==> config.mk <==
export PLATFORM = sky130hd
export DESIGN_NAME = wb_regfile_flat
export DESIGN_NICKNAME = d
export VERILOG_FILES = /design/src/rtl/wb_regfile_if.sv /design/src/rtl/wb_regfile.sv /design/src/flat_wrapper.sv
export SDC_FILE = /design/constraint.sdc
export NUM_CORES = 2
export LEC_CHECK = 0
export ABC_CLOCK_PERIOD_IN_PS = 2800
export CORE_ASPECT_RATIO = 0.7
export CORE_MARGIN = 2
export CORE_UTILIZATION = 40
export DETAILED_ROUTE_END_ITERATION = 12
export PLACE_DENSITY = 0.65
export SETUP_SLACK_MARGIN = 0.5
export SKIP_CTS_REPAIR_TIMING = 1
export SYNTH_ARGS = -nofsm -noshare
export SYNTH_HDL_FRONTEND = slang
export SYNTH_SLANG_ARGS = --single-unit
==> constraint.sdc <==
create_clock -name clk -period 2.8 [get_ports clk]
set_input_delay 0.42 -clock clk [delete_from_list [all_inputs] [get_ports clk]]
set_output_delay 0.42 -clock clk [all_outputs]
set_load 0.02 [all_outputs]
==> src/rtl/wb_regfile_if.sv <==
// Writeback/read bus between the MEM/WB stage, the decode stage and the register file.
interface wb_regfile_if #(
  parameter int DATA_W = 32,
  parameter int ADDR_W = 5
);
  logic              regwrite;
  logic              memtoreg;
  logic [DATA_W-1:0] read_data;
  logic [DATA_W-1:0] mem_alu_result;
  logic [ADDR_W-1:0] mem_write_reg;
  logic [ADDR_W-1:0] rs_addr;
  logic [ADDR_W-1:0] rt_addr;
  logic [DATA_W-1:0] rs_data;
  logic [DATA_W-1:0] rt_data;
  logic [DATA_W-1:0] wb_data;
  logic              wb_fire;
  logic [31:0]       wb_count;
  logic [ADDR_W-1:0] last_wb_reg;

  modport master (
    output regwrite, memtoreg, read_data, mem_alu_result, mem_write_reg, rs_addr, rt_addr,
    input  rs_data, rt_data, wb_data, wb_fire, wb_count, last_wb_reg
  );

  modport slave (
    input  regwrite, memtoreg, read_data, mem_alu_result, mem_write_reg, rs_addr, rt_addr,
    output rs_data, rt_data, wb_data, wb_fire, wb_count, last_wb_reg
  );
endinterface

==> src/rtl/wb_regfile.sv <==
// Pipeline register file: two combinational read ports with writeback bypass,
// hardwired zero register, committed-write counter and last-destination tracking.
module wb_regfile #(
  parameter int DATA_W = 32,
  parameter int ADDR_W = 5
) (
  input logic          clk,
  input logic          rst_n,
  wb_regfile_if.slave  bus
);
  localparam int unsigned DEPTH = 2 ** ADDR_W;

  logic [DATA_W-1:0] regs [DEPTH];
  logic [31:0]       wb_count_q;
  logic [ADDR_W-1:0] last_q;
  logic              fire;
  logic [DATA_W-1:0] wdata;

  // Index 0 is never written, so its reset value keeps it reading zero.
  always_comb begin
    wdata = bus.memtoreg ? bus.read_data : bus.mem_alu_result;
    fire  = rst_n & bus.regwrite & (bus.mem_write_reg != '0);
  end

  always_ff @(posedge clk or negedge rst_n) begin
    if (!rst_n) begin
      for (int unsigned i = 0; i < DEPTH; i++) regs[i] <= '0;
      wb_count_q <= '0;
      last_q     <= '0;
    end else if (fire) begin
      regs[bus.mem_write_reg] <= wdata;
      wb_count_q              <= wb_count_q + 32'd1;
      last_q                  <= bus.mem_write_reg;
    end
  end

  // Write-before-read: a read of the register being committed sees the new value now.
  always_comb begin
    bus.rs_data = '0;
    bus.rt_data = '0;
    if (rst_n && bus.rs_addr != '0)
      bus.rs_data = (fire && bus.rs_addr == bus.mem_write_reg) ? wdata : regs[bus.rs_addr];
    if (rst_n && bus.rt_addr != '0)
      bus.rt_data = (fire && bus.rt_addr == bus.mem_write_reg) ? wdata : regs[bus.rt_addr];
    bus.wb_data     = wdata;
    bus.wb_fire     = fire;
    bus.wb_count    = wb_count_q;
    bus.last_wb_reg = last_q;
  end
endmodule

==> src/flat_wrapper.sv <==
// flat-port wrapper written by rule: the top's interface ports become plain ports
module wb_regfile_flat 
#(
  parameter int DATA_W = 32,
  parameter int ADDR_W = 5
)
  (clk, rst_n, bus_regwrite, bus_memtoreg, bus_read_data, bus_mem_alu_result, bus_mem_write_reg, bus_rs_addr, bus_rt_addr, bus_rs_data, bus_rt_data, bus_wb_data, bus_wb_fire, bus_wb_count, bus_last_wb_reg);
  wb_regfile_if #(.DATA_W(DATA_W), .ADDR_W(ADDR_W)) bus_i ();
  input logic clk;
  input logic rst_n;
  input wire logic [$bits(bus_i.regwrite)-1:0] bus_regwrite;
  input wire logic [$bits(bus_i.memtoreg)-1:0] bus_memtoreg;
  input wire logic [$bits(bus_i.read_data)-1:0] bus_read_data;
  input wire logic [$bits(bus_i.mem_alu_result)-1:0] bus_mem_alu_result;
  input wire logic [$bits(bus_i.mem_write_reg)-1:0] bus_mem_write_reg;
  input wire logic [$bits(bus_i.rs_addr)-1:0] bus_rs_addr;
  input wire logic [$bits(bus_i.rt_addr)-1:0] bus_rt_addr;
  output wire logic [$bits(bus_i.rs_data)-1:0] bus_rs_data;
  output wire logic [$bits(bus_i.rt_data)-1:0] bus_rt_data;
  output wire logic [$bits(bus_i.wb_data)-1:0] bus_wb_data;
  output wire logic [$bits(bus_i.wb_fire)-1:0] bus_wb_fire;
  output wire logic [$bits(bus_i.wb_count)-1:0] bus_wb_count;
  output wire logic [$bits(bus_i.last_wb_reg)-1:0] bus_last_wb_reg;
  assign bus_i.regwrite = bus_regwrite;
  assign bus_i.memtoreg = bus_memtoreg;
  assign bus_i.read_data = bus_read_data;
  assign bus_i.mem_alu_result = bus_mem_alu_result;
  assign bus_i.mem_write_reg = bus_mem_write_reg;
  assign bus_i.rs_addr = bus_rs_addr;
  assign bus_i.rt_addr = bus_rt_addr;
  assign bus_rs_data = bus_i.rs_data;
  assign bus_rt_data = bus_i.rt_data;
  assign bus_wb_data = bus_i.wb_data;
  assign bus_wb_fire = bus_i.wb_fire;
  assign bus_wb_count = bus_i.wb_count;
  assign bus_last_wb_reg = bus_i.last_wb_reg;
  wb_regfile #(.DATA_W(DATA_W), .ADDR_W(ADDR_W)) u_core (.clk(clk), .rst_n(rst_n), .bus(bus_i));
endmodule
==> impl_results.md <==
- Global placer's final weighted congestion: ~0.94
- Number of max-slew violations in the final report: 0
- DR pass1 iterations: 6
- WL/cell: 29.1 µm
- DR top layer: met4
- Vias in the first global route: 44300
- Final Cycle Share: 1.18
- RSZ-0062 raised after global routing: true
- Synth cell count leaders: dfrtp_1, a21oi_1, nor2_1, mux4_2, nand2_1
- Die Ht: 314 µm
- Final antenna-violating net count: 0
- HPWL Detailed: 142000 µm
- Slew headroom: 0.325
- Register bit total from synthesis: 1061
- Yosys top cell by area: dfrtp_1
- Sum Neg Setup Slack: -15.87 ns
- Static Leak: 30.8 nW
- Fmax: 304 MHz
- Initial antenna violation count: 3
- Sink Count: 1061
- Ys Warns: 0
- CTS root buffer: clkbuf_16
- NumNets Final: 5624
- Crit path max fanout: 3
- Asr flop ratio synth: 1.00
- CP max-delay cell: mux4_2
- CP most frequent cell: mux4_2
- EDFF count, synth: 0
- Worst setup SP type: register
- H-tree depth: 3
- Clk buf depth: 3
- Number of DRC markers in iteration 0: a little under 7000
- Pin count of the biggest net entering global routing: 180
- Reg clk slew, reported paths: 0.06 ns
- Largest cells by area after synthesis: dfrtp_1, mux4_2, a21oi_1
- Total Wirelength: roughly 220000 µm
- Failing checks: hold timing, setup timing
- Via count: 46500
- PwrDens: about 670 nW/µm²
- Max_cap viols: 0
- Row cnt: 113
- Met3 WL: 27700 µm
- Seq/Total Area, Yosys: 0.485
- Metal2 WL: 93400 µm
- CP endpoint kind: primary output
- Cell area after synthesis: 54800 µm²
- CP Class: reg2out
- Gr usage total: 0.302
- Non-filler instance count after layout: 7418
- Top Ports: 217
- Setup ws final: -0.491 ns
- DRC: 0
- Worst IR Drop VDD: approximately 0.57 mV
- Die W: 446 µm
- Placed insts: 7118
- Final min period: 3.29 ns
- Vias/cell: 6.27
- GRT overflow: 0
- Max incr delay on CP: approximately 0.51 ns
- Post-Syn Area per Cell: roughly 11 µm²
- CP required: 2.38 ns
- Clk_lat worst skew: 0.74 ns
- CTS tree: yes
- Top-count cell post-synth: dfrtp_1
- Synth Instances: 5036
- Layout area overhead: 29.1%
- Initial Util: 0.403
- Core Region: around 140000 µm²
- Die area: 140000 µm²
- PortBufs: 216
- Arrival time worst endpoint: 2.87 ns
- First-pass GRT wire length: between 300000 and 400000 µm
- Crit-path cells: mux4_2 > mux4_2 > nor2b_1 > a211o_1 > buf_6
- Slew @ Worst Pin: ~1 ns
- Layout cells sized above 1: 0.309
- Top_reg_cell synth: dfrtp_1
- Outcome: finished with violations
- Setup violators final: 64
- Library cells used by synthesis: 61
- Final Util: 0.521
- Final hold vios: 9
- Syn_nets: around 5000
- Hold Path Class: in2async
- Wire length on met1: 84000 µm
- CTS Buf Count: roughly 110
- Top-area cell type share of the netlist area: 0.485
- Number of flip-flops under the largest register name: around 1000
- Final Skew: approximately 0.023 ns
- Hold slack: -0.00933 ns
==> routing by layer <==
layer / GRT usage / up-vias
li1: - / 19300
met1: 0.418 / 23500
met2: 0.431 / 3140
met3: 0.0979 / 599
met4: 0.141 / 0
met5: 0 / -
==> cell usage in the layout, fill, tap and decap left out, drive strengths merged, types with 7 or more instances in the layout <==
| cell type | netlist | layout |
|---|---|---|
| clkbuf | 395 | 165 |
| o32ai | 19 | 19 |
| dfrtp | 1061 | 1061 |
| clkinvlp | 0 | 7 |
| xnor2 | 28 | 28 |
| mux4 | 415 | 415 |
| nand3 | 18 | 18 |
| a211oi | 46 | 46 |
| o221ai | 28 | 28 |
| o2bb2ai | 8 | 8 |
| nor2 | 691 | 691 |
| o22ai | 45 | 45 |
| clkinv | 0 | 27 |
| inv | 35 | 39 |
| o211ai | 10 | 10 |
| nor3 | 13 | 13 |
| nor2b | 37 | 37 |
| bufinv | 0 | 15 |
| a21oi | 709 | 709 |
| a22oi | 93 | 93 |
| a211o | 41 | 41 |
| xor2 | 13 | 13 |
| buf | 146 | 776 |
| clkdlybuf4s50 | 0 | 101 |
| a22o | 8 | 8 |
| o21ai | 388 | 388 |
| nand2 | 403 | 403 |
| a311oi | 8 | 8 |
| mux2 | 83 | 83 |
| dlymetal6s2s | 0 | 40 |
| mux2i | 226 | 226 |
==> report_power, final <==
part	leakage [nW]	switching (mW)	internal (mW)
sequential	13.7	2.13	17.9
combinational	15.2	5.55	5.80
clock	1.93	6.72	9.40
==> worst max-delay path: cells and delay by family (launching register included) <==
family	cells	cell delay, ns
flops	1	0.42
compound gates	1	0.35
simple gates	1	0.15
buf+inv	1	0.19
mux	2	1.02
==> logic make-up (layout without fill, tap and decap cells) <==
group | Yosys count | after routing | share of synthesized area
compound gates | 1428 | 1428 | 0.148
simple gates | 1205 | 1205 | 0.0878
flops | 1061 | 1061 | 0.485
mux | 724 | 724 | 0.229
buf+inv | 576 | 1173 | 0.0436
xor+xnor | 41 | 41 | 0.00656
fa+ha+maj | 1 | 1 | 0.000228
other cells | 0 | 3 | 0
==> layout make-up <==
cell class | count | area, µm²
inverters | 35 | 135
well taps | 1782 | 2230
diodes | 3 | 7.51
repair buffers | 932 | 9980
clock buffers | 153 | 3210
flip-flops and latches | 1061 | 26600
multi-input cells | 3399 | 27900
clock inverters | 53 | 719
fillers | 11600 | 65000
==> worst paths after layout <==
check,start,endpoint,slack (ns),depth (start not counted)
setup / recovery,u_core.regs[526],bus_rt_data[14],-0.49,5
hold / removal,rst_n,u_core.bus.wb_count[1],-0.009,3
max in group asynchronous,rst_n,u_core.regs[749],1.22,4
setup reg to reg,u_core.bus.wb_count[2],u_core.bus.wb_count[31],0.76,7
hold reg to reg,u_core.regs[1004],u_core.regs[1004],0.40,0
min in group clk,bus_mem_write_reg[2],u_core.bus.last_wb_reg[2],0.06,2
==> metrics by stage <==
step           area (µm²)  setup slack (ns)  total power [mW]
2_1_floorplan       55900             0.178              26.1
3_3_place_gp        64500            -0.893              30.3
3_5_place_dp        64500            -0.774              30.7
4_1_cts             68500            -0.889              46.7
5_1_grt             70700            -0.512              49.3
6_report            70700            -0.491              47.5
Note: power is estimated with default switching activity, not from simulation.
